`config.mk`:
```
export PLATFORM = sky130hd
export DESIGN_NAME = audio_i2s_rx
export DESIGN_NICKNAME = d
export VERILOG_FILES = /design/src/rtl/audio_i2s_rx.sv
export SDC_FILE = /design/constraint.sdc
export NUM_CORES = 1
export LEC_CHECK = 0
export ABC_AREA = 1
export BUFFER_PORTS_ARGS = -buffer_cell sky130_fd_sc_hd__buf_4
export CORE_MARGIN = 8
export CORE_UTILIZATION = 62
export CTS_CLUSTER_DIAMETER = 200
export CTS_CLUSTER_SIZE = 20
export DETAILED_ROUTE_END_ITERATION = 6
export PLACE_DENSITY = 0.84
export SLEW_MARGIN = 25
export SYNTH_ARGS = -nofsm -noshare
export SYNTH_HDL_FRONTEND = slang
export SYNTH_SLANG_ARGS = --single-unit
```
`constraint.sdc`:
```
create_clock -name Clk -period 3.55 [get_ports Clk]
set_input_delay 0.71 -clock Clk [delete_from_list [all_inputs] [get_ports Clk]]
set_output_delay 0.71 -clock Clk [all_outputs]
set_load 0.02 [all_outputs]
```
`src/rtl/audio_i2s_rx.sv`:
```
// Slave-only I2S / left-justified receiver for the WM8731 ADC stream, oversampled by Clk.
// Produces left/right sample pairs on a valid/ready port with overflow and framing-error status.
module audio_i2s_rx #(
  parameter int unsigned DATA_WIDTH = 16,
  parameter bit          I2S_MODE   = 1'b1
) (
  input  logic                  Clk,
  input  logic                  Reset,
  input  logic                  AUD_BCLK,
  input  logic                  AUD_ADCLRCK,
  input  logic                  AUD_ADCDAT,
  output logic [DATA_WIDTH-1:0] sample_l,
  output logic [DATA_WIDTH-1:0] sample_r,
  output logic                  out_valid,
  input  logic                  out_ready,
  input  logic                  clear_overflow,
  output logic                  overflow,
  output logic [7:0]            frame_err_count
);

  localparam int unsigned CntW = $clog2(DATA_WIDTH + 1);
  localparam logic [CntW-1:0] LastCnt = CntW'(DATA_WIDTH - 1);

  typedef enum logic [1:0] {StIdle, StSkip, StShift, StWait} state_e;

  state_e                state_q;
  logic [1:0]            bclk_sync_q, lrck_sync_q, dat_sync_q;
  logic                  bclk_prev_q;
  logic                  lr_prev_q;
  logic                  chan_q;
  logic [CntW-1:0]       bit_cnt_q;
  logic [DATA_WIDTH-1:0] shift_q;
  logic [DATA_WIDTH-1:0] left_hold_q, right_hold_q;
  logic                  left_held_q;
  logic                  pair_done_q;

  logic                  bclk_rise, lrck, dat, chan_edge, do_start, frame_err;
  logic [DATA_WIDTH-1:0] word_next;

  always_comb begin
    bclk_rise = bclk_sync_q[1] & ~bclk_prev_q;
    lrck      = lrck_sync_q[1];
    dat       = dat_sync_q[1];
    chan_edge = lrck != lr_prev_q;
    word_next = {shift_q[DATA_WIDTH-2:0], dat};
    frame_err = bclk_rise && chan_edge && (state_q == StShift);
    // A right-channel edge only starts capture when its left partner is already held.
    do_start  = bclk_rise && chan_edge && (state_q != StSkip) && (!lrck || left_held_q);
  end

  always_ff @(posedge Clk) begin
    if (Reset) begin
      bclk_sync_q <= '0;
      lrck_sync_q <= '0;
      dat_sync_q  <= '0;
      bclk_prev_q <= 1'b0;
    end else begin
      bclk_sync_q <= {bclk_sync_q[0], AUD_BCLK};
      lrck_sync_q <= {lrck_sync_q[0], AUD_ADCLRCK};
      dat_sync_q  <= {dat_sync_q[0], AUD_ADCDAT};
      bclk_prev_q <= bclk_sync_q[1];
    end
  end

  always_ff @(posedge Clk) begin
    if (Reset) begin
      state_q         <= StIdle;
      lr_prev_q       <= 1'b0;
      chan_q          <= 1'b0;
      bit_cnt_q       <= '0;
      shift_q         <= '0;
      left_hold_q     <= '0;
      right_hold_q    <= '0;
      left_held_q     <= 1'b0;
      pair_done_q     <= 1'b0;
      frame_err_count <= '0;
    end else begin
      pair_done_q <= 1'b0;
      if (frame_err && frame_err_count != 8'hFF) begin
        frame_err_count <= frame_err_count + 8'd1;
      end
      if (bclk_rise) begin
        lr_prev_q <= lrck;
      end
      if (do_start) begin
        chan_q <= lrck;
        if (!lrck) begin
          left_held_q <= 1'b0;
        end
        if (I2S_MODE) begin
          state_q <= StSkip;
        end else begin
          shift_q   <= {{(DATA_WIDTH-1){1'b0}}, dat};
          bit_cnt_q <= CntW'(1);
          state_q   <= StShift;
        end
      end else if (bclk_rise) begin
        unique case (state_q)
          StIdle: ;
          StSkip: begin
            shift_q   <= {{(DATA_WIDTH-1){1'b0}}, dat};
            bit_cnt_q <= CntW'(1);
            state_q   <= StShift;
          end
          StShift: begin
            if (chan_edge) begin
              state_q <= StIdle;
            end else begin
              shift_q   <= word_next;
              bit_cnt_q <= bit_cnt_q + 1'b1;
              if (bit_cnt_q == LastCnt) begin
                state_q <= StWait;
                if (!chan_q) begin
                  left_hold_q <= word_next;
                  left_held_q <= 1'b1;
                end else begin
                  right_hold_q <= word_next;
                  if (left_held_q) begin
                    pair_done_q <= 1'b1;
                    left_held_q <= 1'b0;
                  end
                end
              end
            end
          end
          StWait: begin
            if (chan_edge) begin
              state_q <= StIdle;
            end
          end
          default: state_q <= StIdle;
        endcase
      end
    end
  end

  // Output pair register and handshake; a completion takes priority over acceptance.
  always_ff @(posedge Clk) begin
    if (Reset) begin
      sample_l  <= '0;
      sample_r  <= '0;
      out_valid <= 1'b0;
      overflow  <= 1'b0;
    end else begin
      if (pair_done_q) begin
        sample_l  <= left_hold_q;
        sample_r  <= right_hold_q;
        out_valid <= 1'b1;
      end else if (out_valid && out_ready) begin
        out_valid <= 1'b0;
      end
      if (pair_done_q && out_valid && !out_ready) begin
        overflow <= 1'b1;
      end else if (clear_overflow) begin
        overflow <= 1'b0;
      end
    end
  end

endmodule

```
== Word-level counts from Yosys, hierarchy flattened ==
Cells that the tools add are included.

* Add/subtract/negate cells: 2
* Equality and inequality tests: 14
* Mux-type cells: 22
* Bitwise operators: 8
* Reduce and logical (&&, ||, !) cells: 27

{| class="wikitable"
|+ Operator list
! kind !! number
|-
| 15-bit case mux with 2 select lines || 1
|-
| 15-bit two-way mux || 1
|-
| 1-bit two-way mux || 14
|-
| 4-bit AND reduction || 3
|-
| 6-bit AND reduction || 2
|-
| 2-bit nonzero test || 6
|-
| 5-bit case mux with 2 select lines || 1
|-
| 8-bit by 1-bit adder with 8-bit output, second input constant || 1
|-
| 1-bit logical AND || 8
|-
| 8-bit inequality test, second input constant || 1
|-
| 1-bit NOT || 7
|-
| 7-bit OR reduction || 1
|-
| 2-bit two-way mux || 3
|-
| 2-bit inequality test, second input constant || 3
|-
| 2-bit case mux with 3 select lines || 1
|-
| 5-bit by 1-bit adder with 5-bit output, second input constant || 1
|-
| 5-bit by 4-bit equality test with 1-bit output, second input constant || 1
|-
| 5-bit two-way mux || 1
|-
| 5-bit AND reduction || 1
|-
| 2-bit equality test, second input constant || 2
|-
| 2-bit by 1-bit inequality test with 1-bit output, second input constant || 2
|-
| 4-bit by 3-bit inequality test with 1-bit output, second input constant || 1
|-
| 4-bit nonzero test || 1
|-
| 3-bit by 2-bit inequality test with 1-bit output, second input constant || 1
|-
| 8 further kinds || 9
|}

* Flip-flop bits (word level): 107
* Input bits: 7
* Output and inout port bits: 42
* Word-level logic and storage cells: 92

== Longest topological paths before layout ==
Gate-level depths: netlist (run 1).

* Depth after elaboration: 7
* Gate-level depth with buffers: 12
* Mapped depth without buffers: 11

== Least setup slack after synthesis (run 1) ==
No wires, ideal clock.

* Path kind: flip-flop to flip-flop
* Start: register bit_cnt_q[0]
* End: register left_hold_q[11]
* Setup time: 0.113 ns
* Arrival: 1.589 ns
* Required time: 3.437 ns
* Setup slack: 1.849 ns
* Cell stages (with the launch flop): 13
* Buffers on the path: 1
* Clock period less this slack: 1.701 ns
* Cell sequence: dfxtp_1 > ha_1 > nand2_1 > nor2_1 > ha_1 > inv_1 > nor2_1 > nand2_2 > nor2_4 > buf_6 > nand2_1 > nand2_1 > nor2_1

* Cells in the longest elaborated chain, start to end: 2

{| class="wikitable"
|+ RTL lines
! what !! line !! RTL
|-
| start, declared || 31 || <nowiki>logic [CntW-1:0] bit_cnt_q;</nowiki>
|-
| start signal, assigned || 94 || <nowiki>bit_cnt_q <= CntW'(1);</nowiki>
|-
| start signal, assigned || 102 || <nowiki>bit_cnt_q <= CntW'(1);</nowiki>
|-
| start signal, assigned || 110 || <nowiki>bit_cnt_q <= bit_cnt_q + 1'b1;</nowiki>
|-
| 5-bit by 4-bit equality test with 1-bit output || 111 || <nowiki>if (bit_cnt_q == LastCnt) begin</nowiki>
|-
| 6-bit AND reduction (no source line) || -- ||
|-
| end signal, assigned || 114 || <nowiki>left_hold_q <= word_next;</nowiki>
|-
| end, declared || 33 || <nowiki>logic [DATA_WIDTH-1:0] left_hold_q, right_hold_q;</nowiki>
|}

Every way passes these cells.
A chain may end at the register's enable or synchronous reset.

== Final worst setup path (run 1) ==
* Start: register bit_cnt_q[0]
* End: register right_hold_q[13]

* Cells in the longest elaborated chain, start to end: 2

{| class="wikitable"
|+ RTL lines
! what !! line !! RTL
|-
| 5-bit by 4-bit equality test with 1-bit output || 111 ||
|-
| 6-bit AND reduction (no source line) || -- ||
|-
| end signal, assigned || 117 || <nowiki>right_hold_q <= word_next;</nowiki>
|-
| end, declared || 33 ||
|}

Every way passes these cells.

==> metrics.yaml, run 1 <==
port-buffer-count: 48
die_width_um: 99.6
fin_crit_sh_pct: 64.7
die_area_mm2: 0.00992
setup_viol: 0
drive_gt1_share_pct: 12.1
slew_violations: 0
overflow: 0
ctsRootBufferMaster: "clkbuf_8"
critPathLaunchType: "flip-flop"
cts_resized: 0
synth_cells: 606
regToRegSetupSlack_ns: 1.25
cts_tree: "built"
synthesis.area_mm2: 0.00433
antenna_cells: 0
total_power_mw: 2.09
fin_ws_ns: 1.25
ios: 49
ys_seq_elements: 107
max_freq_mhz: 436
ant_nets: 0
avgSynthCellArea_um2: 7.15
maxSlewHeadroom_pct: 57.0
clk_latency_ns: 0.37
drt_iter0_drc: 213
holdWs_ns: 0.409
yosysSeqAreaShare_pct: 49.4
pre_cts_ws_ns: 1.32
core-area_mm2: 0.00679
dpl_cell_area_mm2: 0.00468
grt_pass1_vias: 3465
cts_buffers: 9
status: "finished, final reports clean"
yosys_warnings: 0
avgViaCountPerCell: 5.13
cp.required_ns: 3.81
criticalPathCategory: "reg -> reg"
clk_pin_slew_ns: 0.11
fin_skew_ns: 0.0130
routed_wl_um: 8940
fillers: 528
power.density_mw_per_mm2: 426
hold_path_class: "reg -> reg"
place_congestion: 0.805
area.growth.synth_to_final_pct: 13.5
critPathMaxFanout: 32
rsz0062_at_grt: "no"
finalSetupTns_ns: 0
slowest_delay_ns: 0.57
grtUsageTotal_pct: 18.4
crit_family: "simple AND/OR/NAND/NOR gates"
stdcell_area_mm2: 0.00492
crit_chain: "ha_1, nand2_1, nor2_1, ha_1, inv_1, nor2_1, nand3_2, nor2_1, nor2_1"
arrival_ns: 2.56
cp.buffers_inverters: 1
first_pass_iters: 5
grt_pass1_wl_um: 15200
drc: 0
die_y_um: 99.6
end_kind: "flip-flop"
worstMarginPinSlew_ns: 0.645
htreeDepth: 3
post_cts_buffers: 0
antenna_found_initial: 0
fin_nets: 652
vias: 3793
initial_utilization_pct: 63.8
synthDistinctLibCells: 26
syn_nets: 619
avgRoutedWirePerCell_um: 12.1
dp.final_hpwl_um: 6060
crit_top_cell: "nor2_1"
maxCapViolations: 0
placementRows: 30
finalCriticalPeriod_ns: 2.30
cts.path.max_buffers: 2
crit_slowest_cell: "nand3_2"
cts-hold-fix-buffers: 0
peakVddDrop_mv: 0.238
p_leak_nw: 2.31
finalHoldViolations: 0
grt_max_degree: 73
cts.sinks: 107
[path summary, 6_finish.rpt]
kind,end,startpoint,cells past startpoint
min,bclk_sync_q[1],bclk_sync_q[0],2
min reg2reg,bclk_sync_q[1],bclk_sync_q[0],2
max,right_hold_q[13],bit_cnt_q[0],9
max reg2reg,right_hold_q[13],bit_cnt_q[0],9
[logic make-up after synthesis]
kind of cell | after synthesis | share of synthesized area [%]
XOR/XNOR | 1 | 0.202
AND/OR/NAND/NOR | 321 | 30.3
flip-flops | 107 | 49.4
buffers and inverters | 93 | 9.04
AO/OA/AOI/OAI | 78 | 9.27
adder cells (fa/ha/maj) | 6 | 1.73
[Yosys cell counts]
| cell type | count | area share, % |
|---|---|---|
| a21oi_1 | 33 | 3.8 |
| and3_1 | 1 | 0.14 |
| buf_1 | 1 | 0.087 |
| buf_2 | 7 | 0.81 |
| buf_4 | 1 | 0.17 |
| buf_6 | 4 | 1.0 |
| clkbuf_1 | 15 | 1.3 |
| clkinv_1 | 2 | 0.17 |
| dfxtp_1 | 107 | 49 |
| ha_1 | 6 | 1.7 |
| inv_1 | 60 | 5.2 |
| inv_2 | 3 | 0.26 |
| nand2_1 | 131 | 11 |
| nand2_2 | 3 | 0.43 |
| nand3_1 | 35 | 4.0 |
| nand3_2 | 2 | 0.46 |
| nand3b_1 | 2 | 0.35 |
| nand4_1 | 5 | 0.72 |
| nor2_1 | 137 | 12 |
| nor2_2 | 1 | 0.14 |
| nor2_4 | 2 | 0.52 |
| nor3_1 | 1 | 0.12 |
| nor3b_1 | 1 | 0.17 |
| o21ai_0 | 44 | 5.1 |
| o21ai_4 | 1 | 0.38 |
| xor2_1 | 1 | 0.20 |
[registers in the layout (all words and copies together) (netlist names)]
| name | cells |
|---|---|
| bclk_prev_q | 1 |
| bclk_sync_q | 2 |
| bit_cnt_q | 5 |
| chan_q | 1 |
| dat_sync_q | 2 |
| frame_err_count | 8 |
| left_held_q | 1 |
| left_hold_q | 16 |
| lr_prev_q | 1 |
| lrck_sync_q | 2 |
| out_valid | 1 |
| overflow | 1 |
| pair_done_q | 1 |
| right_hold_q | 16 |
| sample_l | 16 |
| sample_r | 16 |
| shift_q | 15 |
| state_q | 2 |
[metrics by stage]
step                      utilization [%]  cells
after floorplan                         -    606
after global placement               68.9    724
after detailed placement             68.9    724
after CTS                            72.4    740
after global routing                 72.4    740
final                                72.4    740
[worst reg2reg max path, stage by stage, from the launching register on]
cell and delay, ns:
dfxtp_1 0.40, ha_1 0.19, nand2_1 0.06, nor2_1 0.09, ha_1 0.15, inv_1 0.06, nor2_1 0.29, nand3_2 0.57
nor2_1 0.31, nor2_1 0.07
[layout by cell type, fill, tap and decap left out, drive strengths merged]
cell type,netlist,final
nand2,134,134
clkbuf,15,9
o21ai,45,45
ha,6,6
nor3b,1,1
nor3,1,1
clkinvlp,0,2
bufinv,0,2
dfxtp,107,107
clkinv,2,3
buf,13,50
nor2,140,140
xor2,1,1
nand3,37,37
inv,63,65
nand4,5,5
nand3b,2,2
and3,1,1
a21oi,33,33
[where the power goes]
| part | total, mW | internal, mW | switching, mW |
|---|---|---|---|
| Clock | 0.839 | 0.410 | 0.429 |
| Combinational | 0.0466 | 0.0136 | 0.0329 |
| Sequential | 1.21 | 1.20 | 0.00284 |
[area by class of cell]
cell class,instances,area (µm²),area share (%)
multi-input cells,406,1800,36.6
clock inverters,7,111,2.27
flip-flops and latches,107,2140,43.6
inverters,65,244,4.96
clock buffers,9,124,2.52
well taps,96,120,2.44
repair buffers,50,375,7.64
[routing by layer]
layer  global-route usage [%]  wire length [µm]
met5                        0                 0
met3                     3.56               573
met4                     7.33               110
met1                     22.6              4040
met2                     31.0              4220
Power figures use the tool's default switching activity.
==> inputs of run 2 (changes only) <==
--- a/config.mk
+++ b/config.mk
@@ -8,11 +8,11 @@
 export ABC_AREA = 1
 export BUFFER_PORTS_ARGS = -buffer_cell sky130_fd_sc_hd__buf_4
 export CORE_MARGIN = 8
-export CORE_UTILIZATION = 62
+export CORE_UTILIZATION = 58
 export CTS_CLUSTER_DIAMETER = 200
 export CTS_CLUSTER_SIZE = 20
 export DETAILED_ROUTE_END_ITERATION = 6
-export PLACE_DENSITY = 0.84
+export PLACE_DENSITY = 0.79
 export SLEW_MARGIN = 25
 export SYNTH_ARGS = -nofsm -noshare
 export SYNTH_HDL_FRONTEND = slang
==> constraint.sdc (replaced) <==
create_clock -name Clk -period 2.35 [get_ports Clk]
set_input_delay 0.47 -clock Clk [delete_from_list [all_inputs] [get_ports Clk]]
set_output_delay 0.47 -clock Clk [all_outputs]
set_load 0.02 [all_outputs]
==> run 2 against run 1 <==
- via count fell by 0.79%
- hold slack worse by 0.10 ns
- setup slack got worse by 1.0 ns
- power up 42%
==> metrics.yaml, run 2 (synthesized netlist as in run 1, its figures left out) <==
cts_resized: 0  # unchanged
finalCriticalPeriod_ns: 2.10  # was 2.30 ns
hold_path_end: "bclk_sync_q[0]"  # was bclk_sync_q[1]
worst-r2r-cell-count: 10  # was 9
slew_violations: 0  # unchanged
maxSlewHeadroom_pct: 67.4  # was 57.0%
critPathMaxFanout: 11  # was 32
grt_max_degree: 53  # was 73
place_congestion: 0.810  # was 0.805
first_pass_iters: 7  # was 5
crit_family: "simple AND/OR/NAND/NOR gates"  # unchanged
max_freq_mhz: 475  # was 436 MHz
ctsRootBufferMaster: "clkbuf_8"  # unchanged
clk_pin_slew_ns: 0.11  # about the same
die_y_um: 102  # was 99.6 µm
timing.rr.start: "bit_cnt_q[0]"  # unchanged
die_width_um: 102  # was 99.6 µm
cts.sinks: 107  # unchanged
final_cell_mix: "nor2_1, nand2_1, dfxtp_1"  # unchanged
drt_iter0_drc: 178  # was 213
setup_viol: 0  # unchanged
mostFrequentLayoutCell: "nor2_1"  # unchanged
overflow: 0  # unchanged
antenna_found_initial: 0  # unchanged
fin_skew_ns: 0.0227  # was 0.0130 ns
vias: 3763  # was 3793
routed_wl_um: 9010  # was 8940 µm
rsz0062_at_grt: "no"  # unchanged
total_power_mw: 2.98  # was 2.09 mW
finalHoldViolations: 0  # unchanged
hold_depth: 3  # was 2
hold_path_class: "in -> reg"  # was reg -> reg
drive_gt1_share_pct: 12.9  # was 12.1%
critPathLaunchType: "flip-flop"  # unchanged
initial_utilization_pct: 59.7  # was 63.8%
port-buffer-count: 48  # unchanged
core-area_mm2: 0.00725  # was 0.00679 mm²
maxCapViolations: 0  # unchanged
htreeDepth: 3  # unchanged
grt_pass1_wl_um: 15300  # was 15200 µm
crit_slowest_cell: "nor2_2"  # was nand3_2
stdcell_area_mm2: 0.00492  # about the same
slowest_delay_ns: 0.43  # was 0.57 ns
grtUsageTotal_pct: 18.1  # was 18.4%
peakVddDrop_mv: 0.322  # was 0.238 mV
end_kind: "flip-flop"  # unchanged
ios: 49  # unchanged
finalSetupTns_ns: 0  # unchanged
cts.path.max_buffers: 2  # unchanged
worstMarginPinSlew_ns: 0.485  # was 0.645 ns
timing.rr.end: "left_hold_q[1]"  # was right_hold_q[13]
cp.buffers_inverters: 1  # unchanged
dpl_cell_area_mm2: 0.00472  # was 0.00468 mm²
p_leak_nw: 2.32  # was 2.31 nW
status: "finished, final reports clean"  # unchanged
cts-hold-fix-buffers: 0  # unchanged
cts_tree: "built"  # unchanged
crit_chain: "ha_1, nand2_1, nor2_1, ha_1, inv_1, nor2_1, nand2_2, nor2_2, nor2_1, nor2_1"  # was ha_1, nand2_1, nor2_1, ha_1, inv_1, nor2_1, nand3_2, nor2_1, nor2_1
crit_top_cell: "nor2_1"  # unchanged
die_area_mm2: 0.0105  # was 0.00992 mm²
area.growth.synth_to_final_pct: 13.6  # was 13.5%
clk_latency_ns: 0.37  # about the same
grt_pass1_vias: 3455  # was 3465
regToRegSetupSlack_ns: 0.25  # was 1.25 ns
ant_nets: 0  # unchanged
fin_crit_sh_pct: 89.5  # was 64.7%
hold_start: "AUD_BCLK"  # was bclk_sync_q[0]
cts_buffers: 9  # unchanged
post_cts_buffers: 0  # unchanged
avgViaCountPerCell: 5.02  # was 5.13
cp.required_ns: 2.66  # was 3.81 ns
placementRows: 31  # was 30
power.density_mw_per_mm2: 606  # was 426 mW/mm²
criticalPathCategory: "reg -> reg"  # unchanged
dp.final_hpwl_um: 6000  # was 6060 µm
drc: 0  # unchanged
avgRoutedWirePerCell_um: 12.0  # was 12.1 µm
antenna_cells: 0  # unchanged
arrival_ns: 2.41  # was 2.56 ns
fin_nets: 658  # was 652
-- run 2: area by class of cell --
class / count / area (µm²)
fill: 604 / 2330
sequential: 107 / 2140
multi-input combinational: 407 / 1810
timing repair buffer: 55 / 413
inverter: 65 / 244
clock buffer: 9 / 124
tap: 99 / 124
clock inverter: 7 / 68.8
-- run 2: how the worst max path moves through the flow --
stage	from	endpoint	depth (start not counted)
floorplan	bit_cnt_q[0]	left_hold_q[11]	12
global placement	bit_cnt_q[0]	left_hold_q[11]	11
detailed placement	bit_cnt_q[0]	left_hold_q[10]	11
CTS	bit_cnt_q[0]	left_hold_q[10]	11
global route	bit_cnt_q[0]	left_hold_q[1]	10
finish	bit_cnt_q[0]	left_hold_q[1]	10
-- run 2: worst min-delay path: cells and delay by family --
| kind | cells | cell delay [ns] |
|---|---|---|
| buffers and inverters | 2 | 0.11 |
| and+or+nand+nor | 1 | 0.06 |
-- run 2: layer usage --
metal | global-route usage (%) | wire length [µm]
met2 | 29.8 | 4270
met5 | 0 | 0
met1 | 22.9 | 4160
met4 | 7.22 | 106
met3 | 2.79 | 476
-- run 2: through the flow --
stage	hold slack (ns)	util [%]	instances	setup slack [ns]
after floorplan	0.388	-	606	0.649
after global placement	0.393	65.1	732	0.398
after detailed placement	0.398	65.1	732	0.264
after CTS	0.292	67.8	748	0.222
after global routing	0.303	67.8	749	0.0455
final	0.304	67.8	749	0.247
-- run 2: where the power goes --
part | total, mW | internal (mW) | switching [mW]
registers | 1.82 | 1.82 | 0.00436
clock network | 1.09 | 0.411 | 0.675
logic | 0.0709 | 0.0220 | 0.0488
